`src/rtl/image_raster_fetcher.sv`:
```
`default_nettype none
// ============================================================================
// Module      : image_raster_fetcher
// Description : Walks a stored frame in raster order, issuing one pixel read
//               at a time and forwarding each returned pixel downstream with
//               row/column tags over a valid/ready handshake.
// Revision    : 1.0 - initial release
// ============================================================================
module image_raster_fetcher #(
    parameter int DATA_WIDTH_8  = 8,
    parameter int DATA_WIDTH_16 = 16,
    parameter int IMAGE_WIDTH   = 4,
    parameter int IMAGE_HEIGHT  = 3,
    parameter int TIMEOUT       = 15
) (
    input  logic                     clk,
    input  logic                     reset,
    input  logic                     start,
    output logic                     o_enable,
    output logic [DATA_WIDTH_16-1:0] o_coordinate_index,
    input  logic [DATA_WIDTH_8-1:0]  i_pixel,
    input  logic                     i_pixel_valid,
    output logic [DATA_WIDTH_8-1:0]  o_pixel,
    output logic [DATA_WIDTH_16-1:0] o_row,
    output logic [DATA_WIDTH_16-1:0] o_col,
    output logic                     o_pixel_valid,
    input  logic                     i_ready,
    output logic                     o_end_of_row,
    output logic                     o_end_of_frame,
    output logic                     o_busy,
    output logic                     o_done,
    output logic                     o_error
);

    localparam logic [2:0] c_ST_IDLE = 3'd0;
    localparam logic [2:0] c_ST_REQ  = 3'd1;
    localparam logic [2:0] c_ST_WAIT = 3'd2;
    localparam logic [2:0] c_ST_OUT  = 3'd3;
    localparam logic [2:0] c_ST_DONE = 3'd4;

    // The wait counter only needs to reach TIMEOUT-1 before giving up.
    localparam int                     c_TMO_W    = (TIMEOUT < 2) ? 1 : $clog2(TIMEOUT);
    localparam logic [c_TMO_W-1:0]     c_TMO_LAST = c_TMO_W'(TIMEOUT - 1);
    localparam logic [DATA_WIDTH_16-1:0] c_LAST_COL = DATA_WIDTH_16'(IMAGE_WIDTH - 1);
    localparam logic [DATA_WIDTH_16-1:0] c_LAST_ROW = DATA_WIDTH_16'(IMAGE_HEIGHT - 1);

    logic [2:0]               r_state;
    logic [DATA_WIDTH_16-1:0] r_index;
    logic [DATA_WIDTH_16-1:0] r_row;
    logic [DATA_WIDTH_16-1:0] r_col;
    logic [c_TMO_W-1:0]       r_tmo;
    logic                     r_enable;
    logic [DATA_WIDTH_8-1:0]  r_pixel;
    logic [DATA_WIDTH_16-1:0] r_out_row;
    logic [DATA_WIDTH_16-1:0] r_out_col;
    logic                     r_valid;
    logic                     r_eor;
    logic                     r_eof;
    logic                     r_busy;
    logic                     r_done;
    logic                     r_error;

    logic w_last_col;
    logic w_last_row;

    assign w_last_col = (r_col == c_LAST_COL);
    assign w_last_row = (r_row == c_LAST_ROW);

    always_ff @(posedge clk) begin
        if (reset) begin
            r_state   <= c_ST_IDLE;
            r_index   <= '0;
            r_row     <= '0;
            r_col     <= '0;
            r_tmo     <= '0;
            r_enable  <= 1'b0;
            r_pixel   <= '0;
            r_out_row <= '0;
            r_out_col <= '0;
            r_valid   <= 1'b0;
            r_eor     <= 1'b0;
            r_eof     <= 1'b0;
            r_busy    <= 1'b0;
            r_done    <= 1'b0;
            r_error   <= 1'b0;
        end else begin
            r_enable <= 1'b0;
            r_done   <= 1'b0;
            case (r_state)
                c_ST_IDLE: begin
                    if (start) begin
                        r_error  <= 1'b0;
                        r_index  <= '0;
                        r_row    <= '0;
                        r_col    <= '0;
                        r_enable <= 1'b1;
                        r_busy   <= 1'b1;
                        r_state  <= c_ST_REQ;
                    end
                end
                c_ST_REQ: begin
                    r_tmo   <= '0;
                    r_state <= c_ST_WAIT;
                end
                c_ST_WAIT: begin
                    // A strobe on the final allowed cycle still wins over the timeout.
                    if (i_pixel_valid) begin
                        r_pixel   <= i_pixel;
                        r_out_row <= r_row;
                        r_out_col <= r_col;
                        r_eor     <= w_last_col;
                        r_eof     <= w_last_col & w_last_row;
                        r_valid   <= 1'b1;
                        r_state   <= c_ST_OUT;
                    end else if (r_tmo == c_TMO_LAST) begin
                        r_error <= 1'b1;
                        r_busy  <= 1'b0;
                        r_state <= c_ST_IDLE;
                    end else begin
                        r_tmo <= r_tmo + 1'b1;
                    end
                end
                c_ST_OUT: begin
                    if (i_ready) begin
                        r_valid <= 1'b0;
                        r_eor   <= 1'b0;
                        r_eof   <= 1'b0;
                        if (r_eof) begin
                            r_done  <= 1'b1;
                            r_state <= c_ST_DONE;
                        end else begin
                            r_index <= r_index + 1'b1;
                            if (w_last_col) begin
                                r_col <= '0;
                                r_row <= r_row + 1'b1;
                            end else begin
                                r_col <= r_col + 1'b1;
                            end
                            r_enable <= 1'b1;
                            r_state  <= c_ST_REQ;
                        end
                    end
                end
                c_ST_DONE: begin
                    r_busy  <= 1'b0;
                    r_state <= c_ST_IDLE;
                end
                default: begin
                    r_busy  <= 1'b0;
                    r_state <= c_ST_IDLE;
                end
            endcase
        end
    end

    assign o_enable           = r_enable;
    assign o_coordinate_index = r_index;
    assign o_pixel            = r_pixel;
    assign o_row              = r_out_row;
    assign o_col              = r_out_col;
    assign o_pixel_valid      = r_valid;
    assign o_end_of_row       = r_eor;
    assign o_end_of_frame     = r_eof;
    assign o_busy             = r_busy;
    assign o_done             = r_done;
    assign o_error            = r_error;

endmodule
`default_nettype wire
```
`config.mk`:
```
export PLATFORM = sky130hd
export DESIGN_NAME = image_raster_fetcher
export DESIGN_NICKNAME = d
export VERILOG_FILES = /design/src/rtl/image_raster_fetcher.sv
export SDC_FILE = /design/constraint.sdc
export NUM_CORES = 1
export LEC_CHECK = 0
export CAP_MARGIN = 20
export CORE_MARGIN = 1
export CORE_UTILIZATION = 26
export DETAILED_ROUTE_END_ITERATION = 12
export HOLD_SLACK_MARGIN = 0.05
export PLACE_DENSITY = 0.53
export SYNTH_ARGS = -nofsm -noshare
export SYNTH_HDL_FRONTEND = slang
export SYNTH_SLANG_ARGS = --single-unit
```
`constraint.sdc`:
```
create_clock -name clk -period 2.51 [get_ports clk]
set_input_delay 0.502 -clock clk [delete_from_list [all_inputs] [get_ports clk]]
set_output_delay 0.502 -clock clk [all_outputs]
set_load 0.01 [all_outputs]
```
======== After elaboration in Yosys (flattened, before gate mapping) ========
Index checks and enable logic that the tools add are counted.
storage, ports and cells
  output and inout port bits .............. 63
  flip-flop bits (word level) ............. 102
  input port bits ......................... 13
  memories kept ........................... 0
  bits in writable memories ............... 0
  latch bits .............................. 0
  ROM bits ................................ 0
  word-level logic and storage cells ...... 94
operators by class
  $add $sub $neg .......................... 4
  $lt $le $gt $ge ......................... 0
  reductions and logical operators ........ 15
  equal/unequal tests ..................... 15
  muxes and demuxes ....................... 41
  bitwise gates (word level) .............. 4
  shift operators ......................... 0
  divide/modulo/power cells ............... 0
  multipliers ............................. 0
operators with widths
  cell                     count
  $mux W16                 9
  $pmux W16 S2             3
  $add A16 B1 Y16 const B  3
  $eq A16 B2 Y1 const B    2
  $ne A2 B2 Y1 const B     8
  $mux W3                  5
  $mux W1                  14
  $pmux W3 S4              1
  $reduce_and A4 Y1        3
  $pmux W1 S2              5
  $reduce_and A3 Y1        3
  $mux W4                  2
  $pmux W4 S2              1
  $reduce_bool A2 Y1       4
  $eq A3 B2 Y1 const B     2
  $reduce_and A5 Y1        1
  $add A4 B1 Y4 const B    1
  $eq A4 B4 Y1 const B     1
  $eq A3 B1 Y1 const B     1
  $logic_not A3 Y1         1
  $ne A3 B3 Y1 const B     1
  $not A1 Y1               3
  $pmux W1 S3              1
  $reduce_or A3 Y1         1
  other kinds (3)          3

======== Logic depth before layout (Yosys ltp) ========
  word-level depth ........................ 5
  depth in mapped cells ................... 8

======== Least setup slack after synthesis ========
OpenSTA, ideal clock, no wires.
  path kind ............................... input -> register
  from .................................... input start
  to ...................................... register r_index[15], in the netlist o_coordinate_index[15]
  data required time ...................... 2385 ps
  arrival ................................. 1936 ps
  stages .................................. 6
  buffers on the path ..................... 1
  slack ................................... 449 ps
  cell sequence ........................... or3b_1 buf_6 a2111oi_4 or3b_1 xor2_1 nor2_2
on the way
  longest elaborated chain between the ends .. 2
ends and longest elaborated chain
  item                                RTL line  RTL
  from (decl)                         18        input logic start,
  $ne A2 B2 Y1 (no source line)       -
  $reduce_and A4 Y1 (no source line)  -
  to (signal assigned)                132       r_index <= r_index + 1'b1;
  to (decl)                           48        logic [DATA_WIDTH_16-1:0] r_index;
Every way passes these cells.
A chain may end at the register's enable or synchronous reset.

======== Worst setup path after layout ========
  from .................................... input start
  to ...................................... register r_col[3]
on the way
  longest elaborated chain between the ends .. 2
ends and longest elaborated chain
  item                                RTL line  RTL
  $ne A2 B2 Y1 (no source line)       -
  $reduce_and A4 Y1 (no source line)  -
  to (signal assigned)                137       r_col <= r_col + 1'b1;
  to (decl)                           50        logic [DATA_WIDTH_16-1:0] r_col;
Every way passes these cells.

==> reports/qor.csv <==
stage,metric,value,unit
clock_tree,H-Tree Depth,3,
timing,Worst-Margin Slew,0.5449,ns
place,Post-DP HPWL,8460,um
synth,Synth cell types,49,
place,Port Buffers,75,
drt,Avg WL per Cell,13.77,um
clock_tree,clock sinks,102,
synth,Ys Warns,0,
drt,WL final,11730,um
synth,"FF+latch count, synth",102,
grt,GRT Util Overall,0.1373,
worst_setup_path,Worst setup SP type,primary input,
power,maximum vdd ir drop,0.3372,mV
grt,first-pass GRT wire length,19740,um
clock_tree,CTS resizes,0,
clock_tree,setup repair bufs after CTS,0,
drt,DR pass1 iterations,4,
run,Max Cap Viol,0,
drt,Final ANT Viol Nets,0,
power,Pleak,1.882,nW
grt,vias in the first global route,3957,
synth,syn_nets,559,
timing,Final setup viols,0,
floorplan,top-level port count,76,
timing,final hold violation count,0,
clock_tree,"CTS clk-pin slew, worst paths",0.07,ns
timing,Final Slew Violations,0,
worst_setup_path,CP Max Fanout,16,
clock_tree,hold buffer count at cts,0,
place,GP Congestion,0.7953,
place,DP Worst Slack,-0.1587,ns
timing,post-route setup slack,0.1905,ns
synth,Mean Syn Cell Area,8.455,um2
synth,post-synthesis sequential area ratio,0.4472,
clock_tree,CTS tree,done,
worst_setup_path,critical path data required time,2.80,ns
timing,skew final,0.01253,ns
synth,Mapped Cells,540,
floorplan,die area,18090,um2
synth,synthesized area,4566,um2
timing,fin crit share,0.9241,
drt,vias per std cell,4.661,
finish,# diodes,0,
drt,Detailed Route Iter0 Violations,211,
power,total power,3.568,mW
timing,unrepaired setup endpoints after global routing,false,
power,power per cell area,598.6,nW/um2
synth,Synth area leaders,"dfxtp_1 45%, nand2_1 8.8%, a21oi_1 5.8%",
clock_tree,worst skew pair latency,0.35,ns
synth,Synth top area share,0.4472,
floorplan,Rows,48,
floorplan,Chip Width,134.5,um
worst_setup_path,CP Class,in2reg,
clock_tree,Num CTS Buffers,9,
timing,min Tclk post-route,2.319,ns
grt,initial antenna violation count,0,
finish,synth-to-layout area growth,30.56,%
floorplan,chip height,134.5,um
floorplan,Starting Density,0.2649,
clock_tree,CTS root buffer,clkbuf_16,
finish,ratio of cells with drive above 1 in the final layout,0.1037,
synth,largest area contributor in the netlist,dfxtp_1,
worst_setup_path,Worst Setup End Kind,register,
grt,gr ovfl total,0,
clock_tree,deepest clock path buffer count,2,
timing,Peak Freq,431.1,MHz
grt,largest net degree at the start of global routing,43,
finish,Nets,641,
outcome,outcome,completed,
timing,setup tns final,0,ns
floorplan,CORE AREA,17240,um2
drt,Via Count,3971,
timing,slew margin rel.,0.6359,
worst_setup_path,Arrival @ worst endpoint,2.61,ns
drt,DRC errors left,0,
min_path,Tightest Hold Check Type,reg2reg,
## path summary, 6_finish.rpt
path         slack (ns)  startpoint    endpoint  depth (start not counted)
min                0.45  o_pixel[5]  o_pixel[5]                          2
min reg2reg        0.45  o_pixel[5]  o_pixel[5]                          2
max                0.19       start    r_col[3]                          5
max reg2reg        0.37    r_col[1]    r_row[8]                          7
## placed cells by master (no fill, tap or decap), drive strengths merged, types with 3 or more instances in the layout
cell and count:
nand2 107, dfxtp 102, clkdlybuf4s50 74, nor2 61
a21oi 54, buf 29, xnor2 27, nand3 22
inv 14, nor3 11, o21ai 11, clkbuf 11
xor2 10, nand4 10, a211oi 8, nor4 8
and4 7, a2111oi 7, ha 6, and3 4
or3 4, a31o 4, or3b 4, mux2i 3
a31oi 3, a21o 3, clkinv 3
## metrics by stage
stage | instance area, um2 | instances | utilization | hold slack (ns)
final | 5961 | 852 | 0.3458 | 0.4547
after floorplan | 4566 | 540 | - | 0.4450
after global routing | 5961 | 852 | 0.3458 | 0.4773
after CTS | 5961 | 852 | 0.3458 | 0.4574
after global placement | 5668 | 836 | 0.3288 | 0.4416
after detailed placement | 5668 | 836 | 0.3288 | 0.4493
## kinds of logic (layout without fill, tap and decap cells)
family	Yosys count	count (layout)	share of synthesized area
mux	3	3	0.006577
buf+inv	46	133	0.04385
compound gates	95	95	0.1532
simple gates	251	251	0.2617
xor+xnor	37	37	0.07098
fa+ha+maj	6	6	0.01644
flops	102	102	0.4472
## cells in the mapped netlist (all sizes together)
| master | number |
|---|---|
| nand2b | 2 |
| nand3b | 2 |
| nand3 | 22 |
| or3b | 4 |
| xor2 | 10 |
| a2111o | 1 |
| o21a | 1 |
| o21ai | 11 |
| a211oi | 8 |
| and2 | 1 |
| or3 | 4 |
| and4 | 7 |
| xnor2 | 27 |
| nor2 | 61 |
| clkbuf | 22 |
| nor4b | 2 |
| nand2 | 107 |
| a2111oi | 7 |
| a311oi | 1 |
| a31oi | 3 |
| mux2i | 3 |
| nor3 | 11 |
| nand4 | 10 |
| or4 | 2 |
| nor3b | 2 |
| and3 | 4 |
| a21o | 3 |
| a31o | 4 |
| inv | 14 |
| nor4 | 8 |
| ha | 6 |
| a21oi | 54 |
| nand4b | 2 |
| buf | 10 |
| a211o | 1 |
| a22oi | 1 |
| dfxtp | 102 |
## report_power, final
group / internal, mW / switching [mW]
registers: 1.65 / 0.0369
clock network: 0.776 / 0.619
logic: 0.190 / 0.299
## layout make-up
class / instances / area (um2)
Clock buffer: 11 / 232.7
Clock inverter: 5 / 60.06
Fill cell: 1768 / 11280
Inverter: 14 / 52.55
Multi-Input combinational cell: 392 / 2323
Sequential cell: 102 / 2042
Tap cell: 225 / 281.5
Timing Repair Buffer: 103 / 968.4
## per-layer routing
| metal | track usage | vias up | share of wire | routed length (um) |
|---|---|---|---|---|
| met5 | 0 | - | 0 | 0 |
| met3 | 0.03604 | 12 | 0.051 | 595 |
| met1 | 0.1750 | 1869 | 0.48 | 5608 |
| met2 | 0.2179 | 75 | 0.45 | 5303 |
| met4 | 0.06055 | 0 | 0.019 | 223 |
| li1 | - | 2015 | - | - |
## sequential cells by signal (all words and copies together), names as in the netlist, 3 cells and up
register            flops
r_col                  16
r_tmo                   4
o_pixel                 8
o_coordinate_index     16
o_row                  16
o_col                  16
r_row                  16
r_state                 3
## critical path, cell delays in order
cell and delay [ns]:
clkdlybuf4s50_1 0.50, or3b_1 0.50, a21o_2 0.39, or4_1 0.55, a31oi_1 0.16
(Power assumes the default switching activity.)
